**config.mk**
```make
export PLATFORM = sky130hd
export DESIGN_NAME = dac_output_stage
export DESIGN_NICKNAME = d
export VERILOG_FILES = /design/src/rtl/dac_output_stage.sv
export SDC_FILE = /design/constraint.sdc
export NUM_CORES = 1
export LEC_CHECK = 0
export CAP_MARGIN = 20
export CORE_AREA = 2 2 114 116
export CTS_BUF_LIST = sky130_fd_sc_hd__clkbuf_4
export DETAILED_ROUTE_END_ITERATION = 6
export DIE_AREA = 0 0 116 118
export PLACE_DENSITY = 0.82
export SLEW_MARGIN = 30
export SYNTH_ARGS = -nofsm -noshare
export SYNTH_HDL_FRONTEND = slang
export SYNTH_SLANG_ARGS = --single-unit
```
**constraint.sdc**
```tcl
create_clock -name clk -period 6.1 [get_ports clk]
set_input_delay 1.22 -clock clk [delete_from_list [all_inputs] [get_ports clk]]
set_output_delay 1.22 -clock clk [all_outputs]
set_load 0.02 [all_outputs]
```
**src/rtl/dac_output_stage.sv**
```systemverilog
// dac_output_stage: takes a 32-bit waveform sample on a strobe and applies
// signed gain and an offset around midscale. It saturates the result to a
// 12-bit code and shifts it out as a 16-bit SPI frame {DAC_CMD, code},
// MSB first. The external DAC samples MOSI on the rising edge of SCLK.
//
// Strobe protocol: sample_strobe is a one-cycle request with no ready signal.
// The request is accepted only while busy=0 (state IDLE). A request that
// arrives while busy=1 is dropped, and it sets the sticky overrun flag.
module dac_output_stage #(
   parameter int         DAC_BITS = 12,
   parameter int         CLK_DIV  = 4,
   parameter logic [3:0] DAC_CMD  = 4'b0011
) (
   input  logic                  clk,
   input  logic                  rst,
   input  logic [31:0]           sample_in,
   input  logic                  sample_strobe,
   input  logic [7:0]            gain,
   input  logic signed [12:0]    offset,
   input  logic                  clr_overrun,
   output logic                  busy,
   output logic                  overrun,
   output logic [DAC_BITS-1:0]   dac_code,
   output logic                  spi_cs_n,
   output logic                  spi_sclk,
   output logic                  spi_mosi,
   output logic [2:0]            dbg_state
);

   localparam int DIV_W = (CLK_DIV > 1) ? $clog2(CLK_DIV) : 1;

   typedef enum logic [2:0] {
      S_IDLE  = 3'd0,
      S_CALC1 = 3'd1,
      S_CALC2 = 3'd2,
      S_SHIFT = 3'd3,
      S_GAP   = 3'd4
   } state_t;

   state_t                  r_state;
   state_t                  w_next_state;
   logic [DAC_BITS-1:0]     r_x;
   logic signed [21:0]      r_p;
   logic signed [12:0]      r_offset;
   logic [DAC_BITS-1:0]     r_code;
   logic [15:0]             r_shreg;
   logic [DIV_W-1:0]        r_div;
   logic                    r_half;
   logic [3:0]              r_bit;
   logic                    r_overrun;

   logic signed [12:0]      w_xs;
   logic signed [21:0]      w_p;
   logic signed [21:0]      w_s;
   logic [DAC_BITS-1:0]     w_code;
   logic                    w_div_last;
   logic                    w_unused_lsbs;

   // The low sample bits fall below the DAC resolution and are discarded.
   assign w_unused_lsbs = ^sample_in[19:0];

   // Center the sample on midscale, then scale it by gain/128 (the shift comes later).
   assign w_xs = $signed({1'b0, r_x}) - 13'sd2048;
   assign w_p  = 22'(w_xs) * 22'($signed({1'b0, gain}));
   // >>> floors toward minus infinity, so -1/128 rounds to -1 and not to 0.
   assign w_s  = (r_p >>> 7) + 22'(r_offset) + 22'sd2048;

   assign w_div_last = (r_div == DIV_W'(CLK_DIV - 1));

   // Saturate the offset result into the unsigned DAC code range.
   always_comb begin
      w_code = w_s[DAC_BITS-1:0];
      if (w_s[21]) begin
         w_code = '0;
      end else if (w_s > 22'sd4095) begin
         w_code = '1;
      end
   end

   // State register.
   always_ff @(posedge clk) begin
      if (rst) begin
         r_state <= S_IDLE;
      end else begin
         r_state <= w_next_state;
      end
   end

   // Next-state logic and the SPI and busy outputs, all decoded from the current state.
   always_comb begin
      w_next_state = r_state;
      busy         = 1'b1;
      spi_cs_n     = 1'b1;
      spi_sclk     = 1'b0;
      spi_mosi     = 1'b0;
      case (r_state)
         S_IDLE: begin
            busy = 1'b0;
            if (sample_strobe) w_next_state = S_CALC1;
         end
         S_CALC1: w_next_state = S_CALC2;
         S_CALC2: w_next_state = S_SHIFT;
         S_SHIFT: begin
            spi_cs_n = 1'b0;
            spi_sclk = r_half;
            spi_mosi = r_shreg[15];
            if (w_div_last && r_half && (r_bit == 4'd15)) w_next_state = S_GAP;
         end
         S_GAP: begin
            if (w_div_last) w_next_state = S_IDLE;
         end
         default: w_next_state = S_IDLE;
      endcase
   end

   // Datapath: capture the sample, run the two arithmetic stages, then drive the shifter and the SCLK phase counters.
   always_ff @(posedge clk) begin
      if (rst) begin
         r_x      <= '0;
         r_p      <= '0;
         r_offset <= '0;
         r_code   <= '0;
         r_shreg  <= '0;
         r_div    <= '0;
         r_half   <= 1'b0;
         r_bit    <= '0;
      end else begin
         case (r_state)
            S_IDLE: begin
               if (sample_strobe) r_x <= sample_in[31:20];
            end
            S_CALC1: begin
               r_p      <= w_p;
               r_offset <= offset;
            end
            S_CALC2: begin
               r_code  <= w_code;
               r_shreg <= {DAC_CMD, w_code};
               r_div   <= '0;
               r_half  <= 1'b0;
               r_bit   <= '0;
            end
            S_SHIFT: begin
               if (w_div_last) begin
                  r_div  <= '0;
                  r_half <= ~r_half;
                  // Advance to the next bit at the end of the high phase, so MOSI changes while SCLK is low.
                  if (r_half) begin
                     r_shreg <= {r_shreg[14:0], 1'b0};
                     r_bit   <= r_bit + 4'd1;
                  end
               end else begin
                  r_div <= r_div + DIV_W'(1);
               end
            end
            S_GAP: begin
               r_div <= w_div_last ? '0 : r_div + DIV_W'(1);
            end
            default: ;
         endcase
      end
   end

   // Sticky overrun flag. A new event wins over a clear in the same cycle.
   always_ff @(posedge clk) begin
      if (rst) begin
         r_overrun <= 1'b0;
      end else if (sample_strobe && busy) begin
         r_overrun <= 1'b1;
      end else if (clr_overrun) begin
         r_overrun <= 1'b0;
      end
   end

   assign overrun   = r_overrun;
   assign dac_code  = r_code;
   assign dbg_state = r_state;

endmodule

```
==> run summary, run 1 <==
Status = complete, no violations
Reg-to-Reg Start = r_x[5]
Final period utilization = 0.953
DRT iter0 DRCs = 349
Yosys warns = 0
Chip width = 116 um
Cell Area, Synth = 7300 um2
EDFF count, synth = 0
Final Instance Area = 8290 um2
CTS tree = done
R2R depth = 17
Drt drc = 0
Critical path arrival = 6140 ps
Top FF cell, synth = dfxtp_1
Layout cell share with drive strength beyond 1 = 0.0660
Die area = 13700 um2
Vias = 5840
Xor/xnor share of the synthesized area = 0.0324
Row count = 41
Crit path capture = r_p[21]
Setup Buffers After CTS = 0
Post-Synthesis Net Count = 1057
Vias per Instance = 5.40
Multiplexer share of the synthesized area = 0.00429
TritonCTS sink count = 79
CP endpoint kind = flip-flop
Num CTS Buffers = 9
# setup viols final = 0
First-pass GRT wire length = 27.3 mm
Launch point of the worst path = gain[5]
Fillcell total = 1047
Vias in the first global route = 6063
Final Net Count = 1112
DR top layer = met4
Post-detail-place hpwl = 12.0 mm
Tightest Pin Transition = 890 ps
GRT Total Usage = 0.248
Layout Skew = 15.6 ps
Max FO, Critical Path = 9
Fmax = 172 MHz
Die Y = 118 um
Yosys cell types = 55
Rel. slew slack = 0.404
Layout Cells excl Fill = 1082
CTS Hold Bufs = 0
Final slew viol count = 0
Drt first pass iters = 5
Post-synthesis simple-gate area fraction = 0.167
Syn_area_per_cell = 8.59 um2
CTS root buf = clkbuf_4
Worst VDD drop = 0.491 mV
Worst r2r dst = r_p[21]
Drt total wl = 15.2 mm
Synth Area in Compound Gates = 0.150
CTS HTree Levels = 3
PwrDens = 306 nW/um2
Cells after synthesis = 849
Routed WL per cell = 14.1 um
Initial Utilization = 0.588
Worst-path clk slew = 140 ps
WL met3 = 435 um
Post-Synth Adder-Cell Area = 0.341
Total gr overflow = 0
Core Region = 12400 um2
Dpl cells = 1064
Post-route ant nets = 0
DRT met1 WL = 6.74 mm
I/O Buffers = 56
Max_cap viols = 0
Ys async rst share = 0
Post-DP Area = 8110 um2
Hold Violations, Final = 0
DR WL met2 = 7.83 mm
Fin util = 0.668
Gpl congestion = 0.852
Reg2Reg Setup Slack = 1120 ps
Final hold slack = 462 ps
Synth Register Bits = 79
Synth-to-Final Area Change = 13.6%
Number of placed I/O pins = 77
Clock buffer depth = 2
Commonest non-fill, non-tap cell in the layout = nand2_1
Crit path kind = primary input to flip-flop
Crit path time final = 5810 ps
RSZ-0062 raised after global routing = false
Sequential-to-total area share from yosys stat = 0.217
P_leak = 3.83 nW
Resize count post-CTS = 0
Worst skew pair latency = 470 ps
Critical Path Source Type = primary input
Commonest cells after routing, fill and taps aside = nand2_1, inv_1, fa_1
Required @ worst endpoint = 6430 ps
Worst Hold Class = flip-flop to flip-flop
Initial antenna violation count = 0
Largest net degree at the start of global routing = 51
Largest family of logic cells by synthesized area = adder cells
## sequential cells by signal (all words and copies together) (netlist names)
signal     cells
dac_code      12
dbg_state      3
overrun        1
r_bit          4
r_div          2
r_half         1
r_offset      13
r_p           15
r_shreg       16
r_x           12
## worst min-delay path by stage
| stage | startpoint | endpoint | slack [ps] | depth (start not counted) |
|---|---|---|---|---|
| after floorplan | r_shreg[0] | r_shreg[0] | 430 | 2 |
| after global placement | dac_code[2] | dac_code[2] | 440 | 2 |
| after detailed placement | r_p[18] | r_p[18] | 450 | 2 |
| after CTS | r_p[18] | r_p[18] | 460 | 2 |
| after global routing | r_p[18] | r_p[18] | 490 | 2 |
| final | r_p[18] | r_p[18] | 460 | 2 |
## synth_stat cells, types with 3 or more instances
cell type  instances  share of area
a211oi_1          14          0.014
o22ai_1            4         0.0034
a22oi_1           11          0.011
xor2_1            12          0.014
o21a_1             6         0.0062
nor3_1             3         0.0021
or3_1              3         0.0026
nand2_1          134          0.069
clkbuf_1          33          0.017
o21bai_1           4         0.0041
nor2b_1           10         0.0086
o211ai_1           3         0.0031
ha_1              71           0.12
xnor2_1           15          0.018
a21o_1             3         0.0031
buf_2              3         0.0021
o21ai_0           37          0.025
and3_1             3         0.0026
and2_1            50          0.043
nor4b_1            4         0.0048
inv_1            128          0.066
a21oi_1           59          0.040
dfxtp_1           79           0.22
a31oi_1            4         0.0034
nand2b_1           7         0.0060
a22o_1             3         0.0036
nor2_1            21          0.011
o31ai_1            5         0.0051
fa_1              80           0.22
nand3_1            9         0.0062
## power breakdown
group	leakage, nW	switching [mW]	internal, mW
clock network	0.0909	0.209	0.172
registers	0.644	0.0525	0.585
logic	3.09	0.833	0.687
## kinds of logic (layout without fill, tap and decap cells)
| logic type | after synthesis | count (layout) |
|---|---|---|
| and+or+nand+nor | 253 | 253 |
| AOI/OAI and AO/OA | 169 | 169 |
| buffers and inverters | 167 | 227 |
| adders and majority gates | 151 | 151 |
| DFF | 79 | 79 |
| xor gates and xnor gates | 27 | 27 |
| muxes | 3 | 3 |
| other | 0 | 1 |
## layout make-up
| class | count | area (um2) | area share |
|---|---|---|---|
| antenna | 1 | 2.50 | 0.000302 |
| multi-input combinational | 603 | 5080 | 0.613 |
| clock inverter | 7 | 101 | 0.0122 |
| tap | 172 | 215 | 0.0260 |
| sequential | 79 | 1580 | 0.191 |
| timing repair buffer | 83 | 758 | 0.0915 |
| inverter | 128 | 480 | 0.0580 |
| clock buffer | 9 | 67.6 | 0.00815 |
## through the flow
| step | worst slack, ps | power, mW | TNS [ps] |
|---|---|---|---|
| after floorplan | 449 | 1.79 | 0 |
| after global placement | -96.3 | 2.11 | -184 |
| after detailed placement | -186 | 2.17 | -701 |
| after CTS | 322 | 2.56 | 0 |
| after global routing | 56.5 | 2.80 | 0 |
| final | 286 | 2.54 | 0 |
## worst max-delay path, cell delays in order
cell	delay, ps
clkdlybuf4s50_1	640
nand2_1	130
fa_1	550
inv_1	50
fa_1	470
fa_1	550
inv_1	50
fa_1	520
inv_1	40
ha_1	320
a211o_1	310
a221oi_2	250
o21ai_2	140
a41oi_4	290
o21ai_2	130
o41ai_2	240
xnor2_1	150
a21oi_1	80
## metal layers
layer | track usage | up-vias
li1 | - | 2870
met1 | 0.315 | 2869
met2 | 0.433 | 86
met3 | 0.0407 | 15
met4 | 0.0677 | 0
met5 | 0 | -
Power figures use the tool's default switching activity.
==> run 2: changes to the inputs <==
--- a/config.mk
+++ b/config.mk
@@ -11,6 +11,7 @@
 export DETAILED_ROUTE_END_ITERATION = 6
 export DIE_AREA = 0 0 116 118
 export PLACE_DENSITY = 0.82
+export RECOVER_POWER = 50
 export SLEW_MARGIN = 30
 export SYNTH_ARGS = -nofsm -noshare
 export SYNTH_HDL_FRONTEND = slang
==> run summary, run 2 (synthesis results as in run 1) <==
Worst path most repeated cell = fa_1 (unchanged)
First-pass GRT wire length = 27.3 mm (unchanged)
Crit path time final = 5840 ps (was 5810 ps)
R2R depth = 17 (unchanged)
Dpl cells = 1064 (unchanged)
Max reg flops = 16 (unchanged)
Final period utilization = 0.957 (was 0.953)
Reg-to-Reg Start = r_x[5] (unchanged)
Vias = 5831 (was 5840)
Die Y = 118 um (unchanged)
Chip width = 116 um (unchanged)
I/O Buffers = 56 (unchanged)
RSZ-0062 raised after global routing = false (unchanged)
Vias in the first global route = 6063 (unchanged)
Number of placed I/O pins = 77 (unchanged)
Row count = 41 (unchanged)
GR Layer Usage met2 = 0.433 (unchanged)
Met3 Use GR = 0.0407 (unchanged)
Worst skew pair latency = 470 ps (about the same)
P_leak = 3.86 nW (was 3.83 nW)
Critical path arrival = 6150 ps (was 6140 ps)
GRT Total Usage = 0.248 (unchanged)
Commonest cells after routing, fill and taps aside = nand2_1, inv_1, fa_1 (unchanged)
CP max stage delay = 640 ps (about the same)
Cells along the critical path = clkdlybuf4s50_1, nand2_1, fa_1, inv_1, fa_1, fa_1, inv_1, fa_1, inv_1, ha_1, a211o_1, a221oi_2, o21ai_2, a41oi_4, o21ai_2, o41ai_2, xnor2_1, a21oi_1 (unchanged)
Largest regs = r_shreg (16), r_p (15), r_offset (13) (unchanged)
PwrDens = 306 nW/um2 (about the same)
Required @ worst endpoint = 6410 ps (was 6430 ps)
Crit path capture = r_p[21] (unchanged)
Worst path bufs/invs = 4 (unchanged)
Fmax = 171 MHz (was 172 MHz)
CTS root buf = clkbuf_4 (unchanged)
Total gr overflow = 0 (unchanged)
Launch point of the worst path = gain[5] (unchanged)
Status = complete, no violations (unchanged)
TritonCTS sink count = 79 (unchanged)
Final slew viol count = 0 (unchanged)
Max FO, Critical Path = 9 (unchanged)
Vias per Instance = 5.39 (was 5.40)
Drt drc = 0 (unchanged)
Tightest Pin Transition = 1250 ps (was 890 ps)
Clock buffer depth = 2 (unchanged)
Post-detail-place hpwl = 12.0 mm (unchanged)
Layout cell share with drive strength beyond 1 = 0.0649 (was 0.0660)
Initial Utilization = 0.588 (unchanged)
DRT iter0 DRCs = 343 (was 349)
Commonest non-fill, non-tap cell in the layout = nand2_1 (unchanged)
Hold Violations, Final = 0 (unchanged)
# setup viols final = 0 (unchanged)
Die area = 13700 um2 (unchanged)
Rel. slew slack = 0.166 (was 0.404)
Core Region = 12400 um2 (unchanged)
Crit path kind = primary input to flip-flop (unchanged)
CTS tree = done (unchanged)
CP max-delay cell = clkdlybuf4s50_1 (unchanged)
Post-route ant nets = 0 (unchanged)
Drt first pass iters = 4 (was 5)
Final Net Count = 1112 (unchanged)
CTS Hold Bufs = 0 (unchanged)
Resize count post-CTS = 0 (unchanged)
Post-DP Area = 8110 um2 (unchanged)
Drt total wl = 15.2 mm (about the same)
Num CTS Buffers = 9 (unchanged)
CTS HTree Levels = 3 (unchanged)
CP endpoint kind = flip-flop (unchanged)
Largest net degree at the start of global routing = 51 (unchanged)
CP top delay family = adder cells (unchanged)
Worst Hold Class = flip-flop to flip-flop (unchanged)
Max_cap viols = 0 (unchanged)
Synth-to-Final Area Change = 13.5% (was 13.6%)
Initial antenna violation count = 0 (unchanged)
Critical Path Source Type = primary input (unchanged)
Final Instance Area = 8280 um2 (was 8290 um2)
Setup Buffers After CTS = 0 (unchanged)
Layout Cells excl Fill = 1082 (unchanged)
Worst r2r dst = r_p[21] (unchanged)
Layout Skew = 15.3 ps (was 15.6 ps)
GR peak layer = met2 (unchanged)
Worst VDD drop = 0.491 mV (about the same)
Reg2Reg Setup Slack = 1110 ps (was 1120 ps)
Gpl congestion = 0.852 (unchanged)
Register with the most flip-flops = r_shreg (unchanged)
Worst-path clk slew = 130 ps (was 140 ps)
Routed WL per cell = 14.0 um (was 14.1 um)
Routing usage on met1 = 0.315 (unchanged)
CP Depth = 18 (unchanged)
## run 2: cell count changes in the layout (fill, tap and decap cells not counted)
| cell | delta |
|---|---|
| and2_1 | -2 |
| a21oi_1 | +1 |
| and2_0 | +2 |
| a21oi_2 | -1 |
| dlygate4sd3_1 | +12 |
| clkdlybuf4s50_1 | -12 |
## run 2: layer usage
| layer | wire length [um] | share of wire |
|---|---|---|
| met1 | 6710 | 0.44 |
| met2 | 7810 | 0.51 |
| met3 | 467 | 0.031 |
| met4 | 218 | 0.014 |
| met5 | 0 | 0 |
## run 2: worst min-delay path by stage
stage,endpoint,start,cells past startpoint,slack [ps]
6_report,r_p[18],r_p[18],2,460
5_1_grt,r_p[18],r_p[18],2,490
4_1_cts,r_p[18],r_p[18],2,460
3_5_place_dp,r_p[18],r_p[18],2,450
3_3_place_gp,dac_code[2],dac_code[2],2,440
2_1_floorplan,r_shreg[0],r_shreg[0],2,430
## run 2: cell type report
class                           count  area [um2]
Inverter                          128         480
Clock buffer                        9        67.6
Timing Repair Buffer               83         758
Clock inverter                      7         101
Fill cell                        1048        4130
Tap cell                          172         215
Sequential cell                    79        1580
Antenna cell                        1        2.50
Multi-Input combinational cell    603        5080
## run 2: worst reg2reg max path, stage by stage, from the launching register on
cell and delay (ps):
dfxtp_1 540, nand2_1 140, fa_1 550, inv_1 50, fa_1 470, fa_1 550, inv_1 50, fa_1 520
inv_1 40, ha_1 320, a211o_1 310, a221oi_2 250, o21ai_2 140, a41oi_4 290, o21ai_2 130, o41ai_2 240
xnor2_1 150, a21oi_1 80
## run 2: where the power goes
group	total, mW	switching, mW	internal (mW)
Sequential	0.637	0.0521	0.585
Clock	0.382	0.210	0.172
Combinational	1.52	0.833	0.683
## run 2: stage by stage
stage	setup slack, ps	power (mW)	setup TNS, ps	utilization	hold WS (ps)
floorplan	449	1.79	0	-	426
global placement	-96.3	2.11	-184	0.653	440
detailed placement	-186	2.17	-701	0.653	446
CTS	322	2.56	0	0.666	464
global route	49.5	2.79	0	0.667	489
finish	262	2.53	0	0.667	463
==> run 3: changes to the inputs <==
==> constraint.sdc (replaced) <==
create_clock -name clk -period 6.1 [get_ports clk]
set_input_delay 1.22 -clock clk [delete_from_list [all_inputs] [get_ports clk]]
set_output_delay 1.22 -clock clk [all_outputs]
set_load 0.1 [all_outputs]
==> run summary, run 3 (synthesis results as in run 1) <==
Rel. slew slack = 0.165 (was 0.166)
Worst-path clk slew = 130 ps (about the same)
Final period utilization = 0.957 (about the same)
I/O Buffers = 56 (unchanged)
Crit path time final = 5840 ps (about the same)
Total gr overflow = 0 (unchanged)
Post-route worst setup slack = 262 ps (about the same)
Tightest Pin Transition = 1250 ps (about the same)
Drt first pass iters = 4 (unchanged)
Cells along the critical path = clkdlybuf4s50_1, nand2_1, fa_1, inv_1, fa_1, fa_1, inv_1, fa_1, inv_1, ha_1, a211o_1, a221oi_2, o21ai_2, a41oi_4, o21ai_2, o41ai_2, xnor2_1, a21oi_1 (unchanged)
Vias = 5831 (unchanged)
Worst path bufs/invs = 4 (unchanged)
CTS tree = done (unchanged)
Initial Utilization = 0.588 (unchanged)
Number of placed I/O pins = 77 (unchanged)
Max_cap viols = 0 (unchanged)
CTS Hold Bufs = 0 (unchanged)
Vias per Instance = 5.39 (unchanged)
Required @ worst endpoint = 6410 ps (about the same)
Post-detail-place hpwl = 12.0 mm (unchanged)
Status = complete, no violations (unchanged)
Worst Hold Class = flip-flop to flip-flop (unchanged)
Hold Violations, Final = 0 (unchanged)
Die Y = 118 um (unchanged)
Worst skew pair latency = 470 ps (about the same)
Clock buffer depth = 2 (unchanged)
Gpl congestion = 0.852 (unchanged)
Initial antenna violation count = 0 (unchanged)
Max reg flops = 16 (unchanged)
Layout cell share with drive strength beyond 1 = 0.0649 (unchanged)
Chip width = 116 um (unchanged)
Max FO, Critical Path = 9 (unchanged)
Final hold slack = 463 ps (unchanged)
Setup_tns = 0 ps (unchanged)
Layout Skew = 15.3 ps (about the same)
Register with the most flip-flops = r_shreg (unchanged)
Vias in the first global route = 6063 (unchanged)
Largest net degree at the start of global routing = 51 (unchanged)
Row count = 41 (unchanged)
DRT iter0 DRCs = 343 (unchanged)
Commonest non-fill, non-tap cell in the layout = nand2_1 (unchanged)
CP max stage delay = 640 ps (about the same)
# setup viols final = 0 (unchanged)
Routed WL per cell = 14.1 um (was 14.0 um)
Drt total wl = 15.2 mm (about the same)
CP max-delay cell = clkdlybuf4s50_1 (unchanged)
Final Net Count = 1112 (unchanged)
Final slew viol count = 0 (unchanged)
Critical Path Source Type = primary input (unchanged)
PwrDens = 318 nW/um2 (was 306 nW/um2)
P_leak = 3.86 nW (about the same)
CTS root buf = clkbuf_4 (unchanged)
Fin util = 0.667 (unchanged)
Setup Buffers After CTS = 0 (unchanged)
Largest regs = r_shreg (16), r_p (15), r_offset (13) (unchanged)
Worst path most repeated cell = fa_1 (unchanged)
TritonCTS sink count = 79 (unchanged)
First-pass GRT wire length = 27.3 mm (unchanged)
Die area = 13700 um2 (unchanged)
Worst VDD drop = 0.491 mV (about the same)
CP top delay family = adder cells (unchanged)
Synth-to-Final Area Change = 13.5% (unchanged)
Pre-CTS setup slack = -186 ps (unchanged)
RSZ-0062 raised after global routing = false (unchanged)
Critical path arrival = 6150 ps (about the same)
GRT Total Usage = 0.248 (unchanged)
Fmax = 171 MHz (about the same)
Post-route ant nets = 0 (unchanged)
CTS HTree Levels = 3 (unchanged)
Core Region = 12400 um2 (unchanged)
Num CTS Buffers = 9 (unchanged)
Resize count post-CTS = 0 (unchanged)
CP endpoint kind = flip-flop (unchanged)
Commonest cells after routing, fill and taps aside = nand2_1, inv_1, fa_1 (unchanged)
Crit path kind = primary input to flip-flop (unchanged)
Drt drc = 0 (unchanged)
-- run 3: cell types whose count changed in the layout (fill, tap and decap cells not counted), sizes merged --
cell / delta
clkdlybuf4s50: +2
dlygate4sd3: -2
-- run 3: tightest hold or removal path, delay by kind of cell (launching register included) --
kind | cells | cell delay, ps
and+or+nand+nor | 1 | 50
AOI/OAI and AO/OA | 1 | 50
DFF | 1 | 330
-- run 3: area by class of cell --
| type | instances | area [um2] |
|---|---|---|
| multi-input cells | 603 | 5080 |
| repair buffers | 83 | 758 |
| diodes | 1 | 2.50 |
| clock buffers | 9 | 67.6 |
| fillers | 1048 | 4130 |
| inverters | 128 | 480 |
| flip-flops and latches | 79 | 1580 |
| well taps | 172 | 215 |
| clock inverters | 7 | 101 |
-- run 3: final timing paths --
path	slack, ps	cells after the start	startpoint	endpoint
worst max-delay path	260	18	gain[5]	r_p[21]
worst min-delay path	460	2	r_p[18]	r_p[18]
worst max register to register	1110	17	r_x[5]	r_p[21]
worst min register to register	460	2	r_p[18]	r_p[18]
-- run 3: power by group --
| group | internal, mW | switching (mW) | total [mW] |
|---|---|---|---|
| logic | 0.683 | 0.933 | 1.62 |
| registers | 0.585 | 0.0523 | 0.637 |
| clock network | 0.172 | 0.209 | 0.381 |
-- run 3: metrics by stage --
step	instance area, um2	cells	total power [mW]
after floorplan	7300	849	1.89
after global placement	8100	1064	2.21
after detailed placement	8110	1064	2.27
after CTS	8270	1080	2.66
after global routing	8280	1081	2.89
final	8280	1082	2.63
-- run 3: routing by layer --
metal	GRT usage	wire length, um	vias up
met5	0	0	-
met4	0.0677	218	0
met3	0.0407	458	15
met2	0.433	7810	99
met1	0.315	6730	2847
li1	-	-	2870
